===== src/rtl/maxpool_stream_layer.sv =====
// ============================================================================
// Module      : maxpool_stream_layer
// Description : Streaming non-overlapping max-pool over CH channels with
//               valid/ready handshake and frame-end partial-window flush.
//               Optional argmax output enabled by MAXPOOL_ARGMAX_EN.
// Revision    : 1.0 - initial release
// ============================================================================
`default_nettype none

module maxpool_stream_layer #(
  parameter int CH     = 8,
  parameter int W      = 8,
  parameter int POOL_K = 5,
  parameter int SIGNED = 0
) (
  input  logic            clk,
  input  logic            rst,
  input  logic            en,
  input  logic            in_valid,
  output logic            in_ready,
  input  logic [CH*W-1:0] in_data,
  input  logic            in_last,
  output logic            out_valid,
  input  logic            out_ready,
  output logic [CH*W-1:0] out_data,
  output logic            out_last
`ifdef MAXPOOL_ARGMAX_EN
  ,
  output logic [CH*6-1:0] out_idx
`endif
);

  localparam int CNT_W = (POOL_K > 1) ? $clog2(POOL_K) : 1;
  localparam logic [CNT_W-1:0] CNT_LAST = CNT_W'(POOL_K - 1);

  logic [CNT_W-1:0] cnt_q, cnt_d;
  logic [CH*W-1:0]  acc_q, acc_d;
  logic [CH*W-1:0]  out_data_q, out_data_d;
  logic             out_valid_q, out_valid_d;
  logic             out_last_q, out_last_d;
  logic [CH*W-1:0]  acc_new;
  logic [W-1:0]     in_c;
  logic [W-1:0]     acc_c;
  logic             gt_c;
  logic             accept;
  logic             close;
`ifdef MAXPOOL_ARGMAX_EN
  logic [CH*6-1:0]  idx_q, idx_d;
  logic [CH*6-1:0]  out_idx_q, out_idx_d;
  logic [CH*6-1:0]  idx_new;
`endif

  assign in_ready  = en & ~rst & (~out_valid_q | out_ready);
  assign accept    = in_valid & in_ready;
  assign close     = accept & ((cnt_q == CNT_LAST) | in_last);
  assign out_valid = out_valid_q;
  assign out_data  = out_data_q;
  assign out_last  = out_last_q;
`ifdef MAXPOOL_ARGMAX_EN
  assign out_idx   = out_idx_q;
`endif

  // Strict greater-than keeps the earliest tap on ties; tap 0 always loads.
  always_comb begin
    acc_new = acc_q;
    in_c    = '0;
    acc_c   = '0;
    gt_c    = 1'b0;
`ifdef MAXPOOL_ARGMAX_EN
    idx_new = idx_q;
`endif
    for (int c = 0; c < CH; c++) begin
      in_c  = in_data[c*W +: W];
      acc_c = acc_q[c*W +: W];
      gt_c  = (SIGNED != 0) ? ($signed(in_c) > $signed(acc_c)) : (in_c > acc_c);
      if ((cnt_q == '0) || gt_c) begin
        acc_new[c*W +: W] = in_c;
`ifdef MAXPOOL_ARGMAX_EN
        idx_new[c*6 +: 6] = 6'(cnt_q);
`endif
      end
    end
  end

  always_comb begin
    cnt_d       = cnt_q;
    acc_d       = acc_q;
    out_data_d  = out_data_q;
    out_valid_d = out_valid_q;
    out_last_d  = out_last_q;
`ifdef MAXPOOL_ARGMAX_EN
    idx_d       = idx_q;
    out_idx_d   = out_idx_q;
`endif
    // With en low nothing moves, including retirement of a pending vector.
    if (en) begin
      if (out_valid_q && out_ready) begin
        out_valid_d = 1'b0;
      end
      if (accept) begin
        acc_d = acc_new;
`ifdef MAXPOOL_ARGMAX_EN
        idx_d = idx_new;
`endif
        cnt_d = close ? '0 : cnt_q + CNT_W'(1);
        if (close) begin
          out_data_d  = acc_new;
          out_valid_d = 1'b1;
          out_last_d  = in_last;
`ifdef MAXPOOL_ARGMAX_EN
          out_idx_d   = idx_new;
`endif
        end
      end
    end
  end

  always_ff @(posedge clk) begin
    if (rst) begin
      cnt_q       <= '0;
      acc_q       <= '0;
      out_data_q  <= '0;
      out_valid_q <= 1'b0;
      out_last_q  <= 1'b0;
`ifdef MAXPOOL_ARGMAX_EN
      idx_q       <= '0;
      out_idx_q   <= '0;
`endif
    end else begin
      cnt_q       <= cnt_d;
      acc_q       <= acc_d;
      out_data_q  <= out_data_d;
      out_valid_q <= out_valid_d;
      out_last_q  <= out_last_d;
`ifdef MAXPOOL_ARGMAX_EN
      idx_q       <= idx_d;
      out_idx_q   <= out_idx_d;
`endif
    end
  end

endmodule

`default_nettype wire


===== config.mk =====
export PLATFORM = sky130hd
export DESIGN_NAME = maxpool_stream_layer
export DESIGN_NICKNAME = d
export VERILOG_FILES = /design/src/rtl/maxpool_stream_layer.sv
export SDC_FILE = /design/constraint.sdc
export NUM_CORES = 1
export LEC_CHECK = 0
export ABC_CLOCK_PERIOD_IN_PS = 3450
export CAP_MARGIN = 20
export CELL_PAD_IN_SITES_DETAIL_PLACEMENT = 0
export CELL_PAD_IN_SITES_GLOBAL_PLACEMENT = 2
export CORE_MARGIN = 10
export CORE_UTILIZATION = 35
export DETAILED_ROUTE_END_ITERATION = 10
export PLACE_DENSITY_LB_ADDON = 0.1
export SLEW_MARGIN = 0
export SYNTH_ARGS = -nofsm -noshare
export SYNTH_HDL_FRONTEND = slang
export SYNTH_SLANG_ARGS = --single-unit

===== constraint.sdc =====
create_clock -name clk -period 3.45 [get_ports clk]
set_input_delay 0.69 -clock clk [delete_from_list [all_inputs] [get_ports clk]]
set_output_delay 0.69 -clock clk [all_outputs]
set_load 0.005 [all_outputs]

Word-level counts from Yosys, hierarchy flattened --
Cells that the tools add are included.
Storage, ports and cells: bits in registers 133, bits in latches 0, RAM bits 0, memory bits (read-only) 0, memories kept 0
Operators by class: $add $sub $neg 1, multiply operators 0, div/mod/pow operators 0, order comparisons 8, eq/ne operators 1, shifts and indexed selects 0, muxes and demuxes 12, bitwise operators 8, reduce and logical (&&, ||, !) cells 12
Operators with widths (number):
- $gt 8x8->1 | 8
- $mux 8 | 8
- $logic_or 1x1->1 | 8
- $and 1x1->1 | 4
- $add 3x1->3 const B | 1
- $eq 3x3->1 const B | 1
- $logic_not 3->1 | 1
- $mux 1 | 3
- $mux 3 | 1
- $reduce_and 3->1 | 1
- $not 1->1 | 2
- $or 1x1->1 | 2
- $reduce_and 2->1 | 1
- $logic_and 1x1->1 | 1

Longest topological paths before layout --
Gate-level depths: netlist of run 1.
word-level depth 7, mapped depth 8

Worst setup path after synthesis of run 1 --
OpenSTA, ideal clock, no wires.
kind in2out, start input rst, end output in_ready, arrival time 1506 ps, required time 2760 ps, path slack 1254 ps, cell stages on the path 4, cell sequence inv_2 > clkbuf_1 > buf_1 > and3_1
On the way: cells in the longest elaborated chain, start to end 3
Ends and longest elaborated chain:
- start: declaration | RTL line 17 | input logic rst,
- $not 1->1 | RTL line 53 | assign in_ready = en & ~rst & (~out_valid_q | out_ready);
- $and 1x1->1 (2 in series) | RTL line 53
- end: declaration | RTL line 20 | output logic in_ready,
No other way between the ends.

Worst setup path after layout of run 1 --
Same ends and word-level chain as after synthesis.

==> results of run 1 <==
state kept, by name, indices dropped and copies added (netlist names):
name,flops
out_valid,1
cnt_q,3
acc_q,64
out_data,64
out_last,1
final timing paths:
check,endpoint,slack [ns],depth (start not counted)
worst max-delay path,in_ready,0.65,4
worst max register to register,acc_q[27]$_SDFFE_PP0P_,1.21,7
worst min-delay path,acc_q[41]$_SDFFE_PP0P_,0.49,1
worst min register to register,acc_q[41]$_SDFFE_PP0P_,0.49,1
routing by layer:
metal / wire, um / GRT usage / vias to the layer above
met3: 1140 / 0.0421 / 21
met2: 11700 / 0.288 / 153
li1: - / - / 3496
met5: 0 / 0 / -
met4: 302 / 0.0515 / 0
met1: 10800 / 0.203 / 3478
kinds of logic after synthesis:
kind of cell / count (synthesis) / synth area share
muxes: 1 / 0.00132
AOI/OAI and AO/OA: 348 / 0.329
xor gates and xnor gates: 2 / 0.00231
DFF: 133 / 0.352
buffers and inverters: 129 / 0.0752
and+or+nand+nor: 142 / 0.132
adders and majority gates: 66 / 0.109
power groups by stage:
stage / logic (mW) / registers, mW / clock network [mW]
detailed placement: 0.794 / 1.71 / 0
finish: 0.799 / 1.68 / 1.95
global route: 0.883 / 1.69 / 2.08
floorplan: 0.457 / 1.70 / 0
global placement: 0.784 / 1.71 / 0
CTS: 0.799 / 1.68 / 2.01
synth_stat cells (9+ instances only):
cell      instances  area, um2
dfxtp_1         133       2660
nand4_1          72        450
nor2_1            9       33.8
o31ai_1          64        480
clkbuf_1         24       90.1
ha_1             66        826
nand2_1          10       37.5
a31oi_1          73        457
a21oi_1          98        490
inv_1            66        248
nor2b_1          17        106
buf_2            20        100
a32o_1           64        641
o21ai_2          16        140
cell type report:
type	instances	area share
Tap cell	275	0.0352
Multi-Input combinational cell	559	0.446
Inverter	67	0.0257
Sequential cell	133	0.272
Clock inverter	11	0.0179
Timing Repair Buffer	154	0.156
Clock buffer	20	0.0467
cells in the final DEF, fill, tap and decap left out, types with 17 or more instances in the layout:
| cell | Yosys | routed |
|---|---|---|
| a32o_1 | 64 | 64 |
| dfxtp_1 | 133 | 133 |
| o31ai_1 | 64 | 64 |
| nand4_1 | 72 | 72 |
| inv_1 | 66 | 66 |
| clkdlybuf4s50_1 | 0 | 136 |
| ha_1 | 66 | 66 |
| a21oi_1 | 98 | 98 |
| a31oi_1 | 73 | 73 |
| clkbuf_16 | 0 | 17 |
metrics by stage:
step           hold WS (ns)  std cells  worst slack (ns)  area (um2)
5_1_grt               0.516       1219             0.537        9780
3_5_place_dp          0.477       1187             0.309        9120
2_1_floorplan         0.463        821              1.25        7570
3_3_place_gp          0.472       1187             0.411        9120
4_1_cts               0.495       1218             0.608        9750
6_report              0.494       1219             0.654        9780
==> run summary, run 1 <==
Final Hold Violating Endpoints -> 0
TritonRoute pass-1 iters -> 5
layout cells sized above 1 -> 0.102
Seq/Total Area, Yosys -> 0.352
CP cell instances -> clkdlybuf4s50_1, inv_2, and3_1, clkdlybuf4s50_1
Final Net Count -> 1068
core footprint -> 21200 um2
Multi-input gate area -> 4360 um2
Period minus WS final -> 2.80 ns
Rel. slew slack -> 0.557
first-pass GRT wire length -> 39100 um
fin util -> 0.462
YS warnings -> 0
ys async rst share -> 0
drt wl/cell -> 19.6 um
CP startpoint -> rst
maximum vdd drop -> 0.319 mV
Area growth syn-to-layout -> 29.2%
drt via density -> 5.86
via count -> 7148
max-slew violation count -> 0
std cell rows -> 53
vias in the first global route -> 7330
antenna violations before repair -> 0
fmax -> 358 MHz
Crit. End Element -> output pin
wirelength, routed -> 23900 um
Final Power -> 4.43 mW
Yosys cell types -> 36
RSZ-0062 raised after global routing -> false
Final HPWL DP -> 16900 um
path type of the worst min-delay path -> flip-flop to flip-flop
Final TNS setup -> 0 ns
Final GP Congestion -> 0.838
H-tree depth reported by CTS -> 4
Sink Count -> 133
CTS tree -> done
startpoint types -> input port
area of the mapped netlist -> 7570 um2
Setup violations, final -> 0
clk_skew -> 0.00838 ns
Critical R2R Launch -> acc_q[29]$_SDFFE_PP0P_
total gr overflow -> 0
Synth Flop Type -> dfxtp_1
PwrDens -> 453 nW/um2
drt drc -> 0
crit-path max FO -> 7
Synth Net Count -> 957
Worst path most repeated cell -> clkdlybuf4s50_1
1st-iter DRT viols -> 341
Cell Int Power -> 3.22 mW
Worst-Margin Slew -> 0.663 ns
CP max stage cell -> clkdlybuf4s50_1
chip height -> 167 um
largest net degree at the start of global routing -> 81
Antenna Diode Count -> 0
full die area -> 27900 um2
Num CTS Buffers -> 17
post-cts sizing count -> 0
Sequential cell area -> 2660 um2
clock slew at reported path FFs -> 0.06 ns
Seq pwr share -> 0.379
Initial Utilization -> 0.358
hold path start -> acc_q[41]$_SDFFE_PP0P_
num ports -> 137
Fillers -> 2024
number of synthesized register bits -> 133
outcome -> completed
required time of the critical path -> 2.76 ns
Clk Latency, worst-skew pair -> 0.42 ns
Post-CTS Repair Setup Buffers -> 0
Avg Inst Size Synth -> 9.22 um2
GRT Util Overall -> 0.169
Synth Instances -> 821
DRT antenna net count -> 0
Max Cap Viol -> 0
CTS Buffer Depth -> 2
part of the power in combinational logic -> 0.180
Worst path top cell family by delay -> buffers and inverters
critical path class -> input port to output pin
Pleak -> 3.32 nW
Slowest Stage Delay on Critical Path -> 0.57 ns
Net Sw Frac -> 0.273
final period utilization -> 0.810
Root Buffer Master -> clkbuf_16
worst path bufs/invs -> 3
count of input and output buffers -> 136
Sw Pwr -> 1.21 mW
Clk pwr share -> 0.441
cts hold-fix bufs -> 0
Post-synth EDFFs -> 0
CP Data Arrival Time -> 2.11 ns
Die X -> 167 um
No activity file was read; power rests on OpenSTA's default activity.
==> run 2: changes to the inputs <==
Settings changed: ABC_CLOCK_PERIOD_IN_PS 3450 to 2700, CORE_UTILIZATION 35 to 32.
Clock period 3.45 ns to 2.7 ns, I/O delays scaled along.
==> run 2 against run 1 <==
Effect of this change:
- clock-buffer cell count grew 2
- design area grew 4.8%
- wire length grew 3.3%
- non-clock buffer count grew 59
- sequential power grew 27%
- cell count grew 8.4%
- sequential cell count is the same
- critical path type unchanged
- highest routed layer unchanged
==> run summary, run 2 (synthesis gave the netlist of run 1 again) <==
outcome -> completed
Sw Pwr -> 1.54 mW
cell area after layout -> 10200 um2
CTS Buffer Depth -> 2
chip height -> 174 um
Net Sw Frac -> 0.281
H-tree depth reported by CTS -> 4
CP Data Arrival Time -> 2.01 ns
Sink Count -> 133
Slowest Stage Delay on Critical Path -> 0.53 ns
PwrDens -> 534 nW/um2
antenna violations before repair -> 0
crit-path max FO -> 4
Num CTS Buffers -> 17
first-pass GRT wire length -> 40900 um
count of input and output buffers -> 136
clk_skew -> 0.0156 ns
worst hold slack -> 0.491 ns
final period utilization -> 0.944
placed insts -> 1291
GRT Util Overall -> 0.164
post-cts sizing count -> 0
1st-iter DRT viols -> 477
CTS tree -> done
reg2reg path depth -> 7
drt drc -> 0
Crit. End Element -> output pin
FF-to-FF setup slack -> 0.47 ns
std cell rows -> 56
DP Area -> 9690 um2
max-slew violation count -> 0
largest net degree at the start of global routing -> 43
Die X -> 174 um
Cell Int Power -> 3.93 mW
fmax -> 392 MHz
Critical R2R Launch -> acc_q[63]$_SDFFE_PP0P_
TritonRoute pass-1 iters -> 5
layout cells sized above 1 -> 0.152
Final GP Congestion -> 0.832
WHS Endpoint -> acc_q[30]$_SDFFE_PP0P_
Antenna Diode Count -> 0
total gr overflow -> 0
vias in the first global route -> 7501
Final Power -> 5.47 mW
hold path start -> acc_q[30]$_SDFFE_PP0P_
hold path cells -> 1
Final TNS setup -> 0 ns
startpoint types -> input port
Final HPWL DP -> 17900 um
via count -> 7250
Final Hold Violating Endpoints -> 0
Seq pwr share -> 0.391
maximum vdd drop -> 0.345 mV
drt via density -> 5.48
full die area -> 30200 um2
R2R Path End -> out_data[57]$_SDFFE_PP0P_
drt wl/cell -> 18.7 um
Clk Latency, worst-skew pair -> 0.41 ns
CP cell instances -> clkdlybuf4s50_1, nand2b_2, and3_1, clkdlybuf4s50_1
Area growth syn-to-layout -> 35.3%
Root Buffer Master -> clkbuf_16
Max Cap Viol -> 0
Worst-Margin Slew -> 0.755 ns
required time of the critical path -> 2.16 ns
Final Net Count -> 1127
Initial Utilization -> 0.323
most frequent cells in the layout -> 136 x clkdlybuf4s50_1, 133 x dfxtp_1, 98 x a21oi_1, 72 x nand4_1, 72 x a31oi_1
Period minus WS final -> 2.55 ns
wirelength, routed -> 24700 um
clock slew at reported path FFs -> 0.05 ns
Setup violations, final -> 0
non-filler cells, final -> 1322
Clk pwr share -> 0.408
Worst path most repeated cell -> clkdlybuf4s50_1
Pleak -> 3.58 nW
core footprint -> 23400 um2
part of the power in combinational logic -> 0.201
DRT antenna net count -> 0
num ports -> 137
path type of the worst min-delay path -> flip-flop to flip-flop
CP max stage cell -> clkdlybuf4s50_1
Rel. slew slack -> 0.495
Post-CTS Repair Setup Buffers -> 0
RSZ-0062 raised after global routing -> false
critical path class -> input port to output pin
commonest non-fill, non-tap cell in the layout -> clkdlybuf4s50_1
cts hold-fix bufs -> 0
## run 2: worst max path at each step
| stage | start | cells past startpoint | endpoint |
|---|---|---|---|
| finish | out_ready | 4 | in_ready |
| global placement | in_data[6] | 7 | out_data[5]$_SDFFE_PP0P_ |
| global route | in_data[63] | 7 | out_data[59]$_SDFFE_PP0P_ |
| floorplan | in_data[7] | 7 | acc_q[0]$_SDFFE_PP0P_ |
| detailed placement | in_data[63] | 7 | out_data[57]$_SDFFE_PP0P_ |
| CTS | out_ready | 4 | in_ready |
## run 2: worst max-delay path: cells and delay by family
| kind | cells | cell delay, ns |
|---|---|---|
| buffers and inverters | 2 | 1.05 |
| and+or+nand+nor | 2 | 0.42 |
## run 2: stage by stage
step                      utilization  setup WS (ns)
after detailed placement        0.414         -0.167
after global placement          0.414        -0.0897
after global routing            0.438         0.0740
after floorplan                     -          0.689
final                           0.438          0.152
after CTS                       0.438          0.161
## run 2: power groups by stage
stage | sequential, mW | clock (mW) | combinational, mW
after floorplan | 2.17 | 0 | 0.584
after global placement | 2.18 | 0 | 1.09
after detailed placement | 2.18 | 0 | 1.10
after CTS | 2.14 | 2.30 | 1.11
after global routing | 2.16 | 2.38 | 1.22
final | 2.14 | 2.23 | 1.10
## run 2: per-layer routing
layer,vias up,track usage,part of all wire
met5,-,0,0
met4,0,0.0499,0.013
met3,19,0.0320,0.039
met2,161,0.268,0.47
met1,3446,0.212,0.48
li1,3624,-,-
## run 2: layout make-up
type | count | area (um2)
multi-input cells | 559 | 4370
clock inverters | 9 | 106
fillers | 2329 | 13200
inverters | 67 | 251
clock buffers | 22 | 444
flip-flops and latches | 133 | 2660
well taps | 319 | 399
repair buffers | 213 | 2010
==> run 3: changes to the inputs <==
Settings changed: ABC_AREA set to 1, CORE_UTILIZATION 32 to 35, DONT_BUFFER_PORTS set to 1.
==> run 3 against run 2 <==
Effect of this change:
- first-iteration DRC count down 24%
- clock skew down 0.0056 ns
- worst hold slack worse by 0.27 ns
- combinational power down 35%
- synthesized area down 3.7%
- sequential power about the same
- total power down 0.87%
==> run summary, run 3 <==
outcome -> completed
Final Net Count -> 1209
Period minus WS final -> 1.91 ns
Max Cap Viol -> 0
Worst-Margin Slew -> 0.832 ns
H-tree depth reported by CTS -> 4
Post-synth EDFFs -> 0
post-synth top area cell -> dfxtp_1
Setup violations, final -> 0
clock slew at reported path FFs -> 0.06 ns
CP Data Arrival Time -> 2.27 ns
cell area after layout -> 8220 um2
FF-to-FF setup slack -> 0.79 ns
drt drc -> 0
required time of the critical path -> 3.06 ns
vias in the first global route -> 6280
std cell rows -> 52
DRT antenna net count -> 0
Antenna Diode Count -> 0
Die X -> 164 um
maximum vdd drop -> 0.359 mV
CTS tree -> done
largest net degree at the start of global routing -> 69
Slowest Stage Delay on Critical Path -> 0.43 ns
chip height -> 164 um
startpoint types -> flip-flop
cts hold-fix bufs -> 0
Clk Latency, worst-skew pair -> 0.42 ns
placed insts -> 1324
commonest non-fill, non-tap cell in the layout -> nand2_1
Num CTS Buffers -> 17
ys async rst share -> 0
Final TNS setup -> 0 ns
clk_skew -> 0.00995 ns
Initial Utilization -> 0.358
final period utilization -> 0.707
num ports -> 137
most frequent cell after synthesis -> nand2_1
R2R Path End -> out_data[18]$_SDFFE_PP0P_
Synth Net Count -> 1214
first-pass GRT wire length -> 33500 um
Yosys top cell area share -> 0.365
full die area -> 27000 um2
Avg Inst Size Synth -> 6.77 um2
YS warnings -> 0
critical path class -> flip-flop to flip-flop
hold path cells -> 1
layout cells sized above 1 -> 0.0525
GRT Util Overall -> 0.155
drt wl/cell -> 15.2 um
DP Area -> 7570 um2
Crit. End Element -> flip-flop
Root Buffer Master -> clkbuf_16
core footprint -> 20400 um2
Seq/Total Area, Yosys -> 0.365
Area growth syn-to-layout -> 12.7%
PwrDens -> 660 nW/um2
drt via density -> 4.74
Final GP Congestion -> 0.747
most frequent cells in the layout -> 352 x nand2_1, 256 x nand3_1, 157 x inv_1, 133 x dfxtp_1, 66 x ha_1
fin util -> 0.404
post-cts sizing count -> 0
CP cell instances -> nand2_1, nand2_1, nor2_4, nand2_2, inv_2, nand2_2, nand2_2, inv_2, buf_12, nand2_1, nand2_1
Synth Instances -> 1078
Final HPWL DP -> 14000 um
WHS Endpoint -> out_valid$_SDFFE_PP0P_
hold path start -> en
wirelength, routed -> 20700 um
non-filler cells, final -> 1356
Synth Flop Type -> dfxtp_1
Rel. slew slack -> 0.446
crit-path max FO -> 36
Fillers -> 2209
Final Power -> 5.43 mW
most frequent cells after synthesis -> 353 x nand2_1, 256 x nand3_1, 158 x inv_1, 133 x dfxtp_1, 66 x ha_1
antenna violations before repair -> 0
total gr overflow -> 0
Sink Count -> 133
TritonRoute pass-1 iters -> 4
reg2reg path depth -> 11
via count -> 6429
path type of the worst min-delay path -> input port to flip-flop
Worst path most repeated cell -> nand2_1
Final Hold Violating Endpoints -> 0
ranking of synthesized cells by area -> dfxtp_1 37%, nand2_1 18%, nand3_1 18%
area of the mapped netlist -> 7290 um2
CTS Buffer Depth -> 2
fmax -> 523 MHz
max-slew violation count -> 0
count of input and output buffers -> 0
Pleak -> 4.23 nW
Post-CTS Repair Setup Buffers -> 0
1st-iter DRT viols -> 364
RSZ-0062 raised after global routing -> false
Critical R2R Launch -> out_valid$_SDFFE_PP0P_
CP max stage cell -> inv_2
number of synthesized register bits -> 133
Yosys cell types -> 20
[run 3: cell count changes in the layout (fill, tap and decap cells not counted), moves of 17 or more]
cell / previous run / this run
a31oi_1: 72 / 1
nor2_1: 9 / 26
a21oi_1: 98 / 17
nand3_1: 0 / 256
nand4_1: 72 / 8
inv_1: 66 / 157
o31ai_1: 64 / 0
a32o_1: 64 / 0
clkdlybuf4s50_1: 136 / 0
nand2_1: 10 / 352
buf_4: 71 / 13
[run 3: kinds of logic after synthesis]
family / count (synthesis) / share of synthesized area
AO/OA/AOI/OAI: 29 / 0.0232
XOR/XNOR: 1 / 0.00120
adder cells (fa/ha/maj): 66 / 0.113
buffers and inverters: 202 / 0.116
flip-flops: 133 / 0.365
AND/OR/NAND/NOR: 647 / 0.382
[run 3: layer usage]
| layer | part of all wire | GRT usage | routed length (um) | up-vias |
|---|---|---|---|---|
| met5 | 0 | 0 | 0 | - |
| met4 | 0.0071 | 0.0341 | 146 | 0 |
| met1 | 0.47 | 0.198 | 9720 | 2862 |
| met3 | 0.069 | 0.0528 | 1430 | 9 |
| li1 | - | - | - | 3439 |
| met2 | 0.45 | 0.248 | 9380 | 119 |
[run 3: worst max-delay path: cells and delay by family, from the launching register on]
kind	cells	cell delay [ns]
and+or+nand+nor	8	0.65
buffers and inverters	3	0.77
DFF	1	0.42
[run 3: cell type report]
cell class / instances / area [um2] / area share
clock inverters: 13 / 205 / 0.0250
well taps: 270 / 338 / 0.0411
clock buffers: 19 / 443 / 0.0539
inverters: 161 / 604 / 0.0735
flip-flops and latches: 133 / 2660 / 0.324
repair buffers: 17 / 178 / 0.0216
multi-input cells: 743 / 3790 / 0.461
[run 3: worst max-delay path by stage]
stage	start	endpoint	slack, ns	cells past startpoint
after floorplan	in_data[23]	acc_q[20]$_SDFFE_PP0P_	0.94	9
after global placement	out_ready	out_data[22]$_SDFFE_PP0P_	0.67	12
after detailed placement	out_ready	out_data[18]$_SDFFE_PP0P_	0.62	12
after CTS	out_valid$_SDFFE_PP0P_	out_data[19]$_SDFFE_PP0P_	0.72	11
after global routing	cnt_q[0]$_SDFFE_PP0P_	out_data[57]$_SDFFE_PP0P_	0.58	10
final	out_valid$_SDFFE_PP0P_	out_data[18]$_SDFFE_PP0P_	0.79	11
[run 3: power breakdown]
group / internal (mW) / switching [mW]
logic: 0.255 / 0.463
clock network: 1.66 / 0.912
registers: 2.07 / 0.0682
[run 3: through the flow]
stage	setup WS (ns)	hold slack, ns
after detailed placement	0.618	0.463
after global routing	0.580	0.204
after CTS	0.722	0.205
after global placement	0.667	0.458
final	0.790	0.226
after floorplan	0.944	0.446
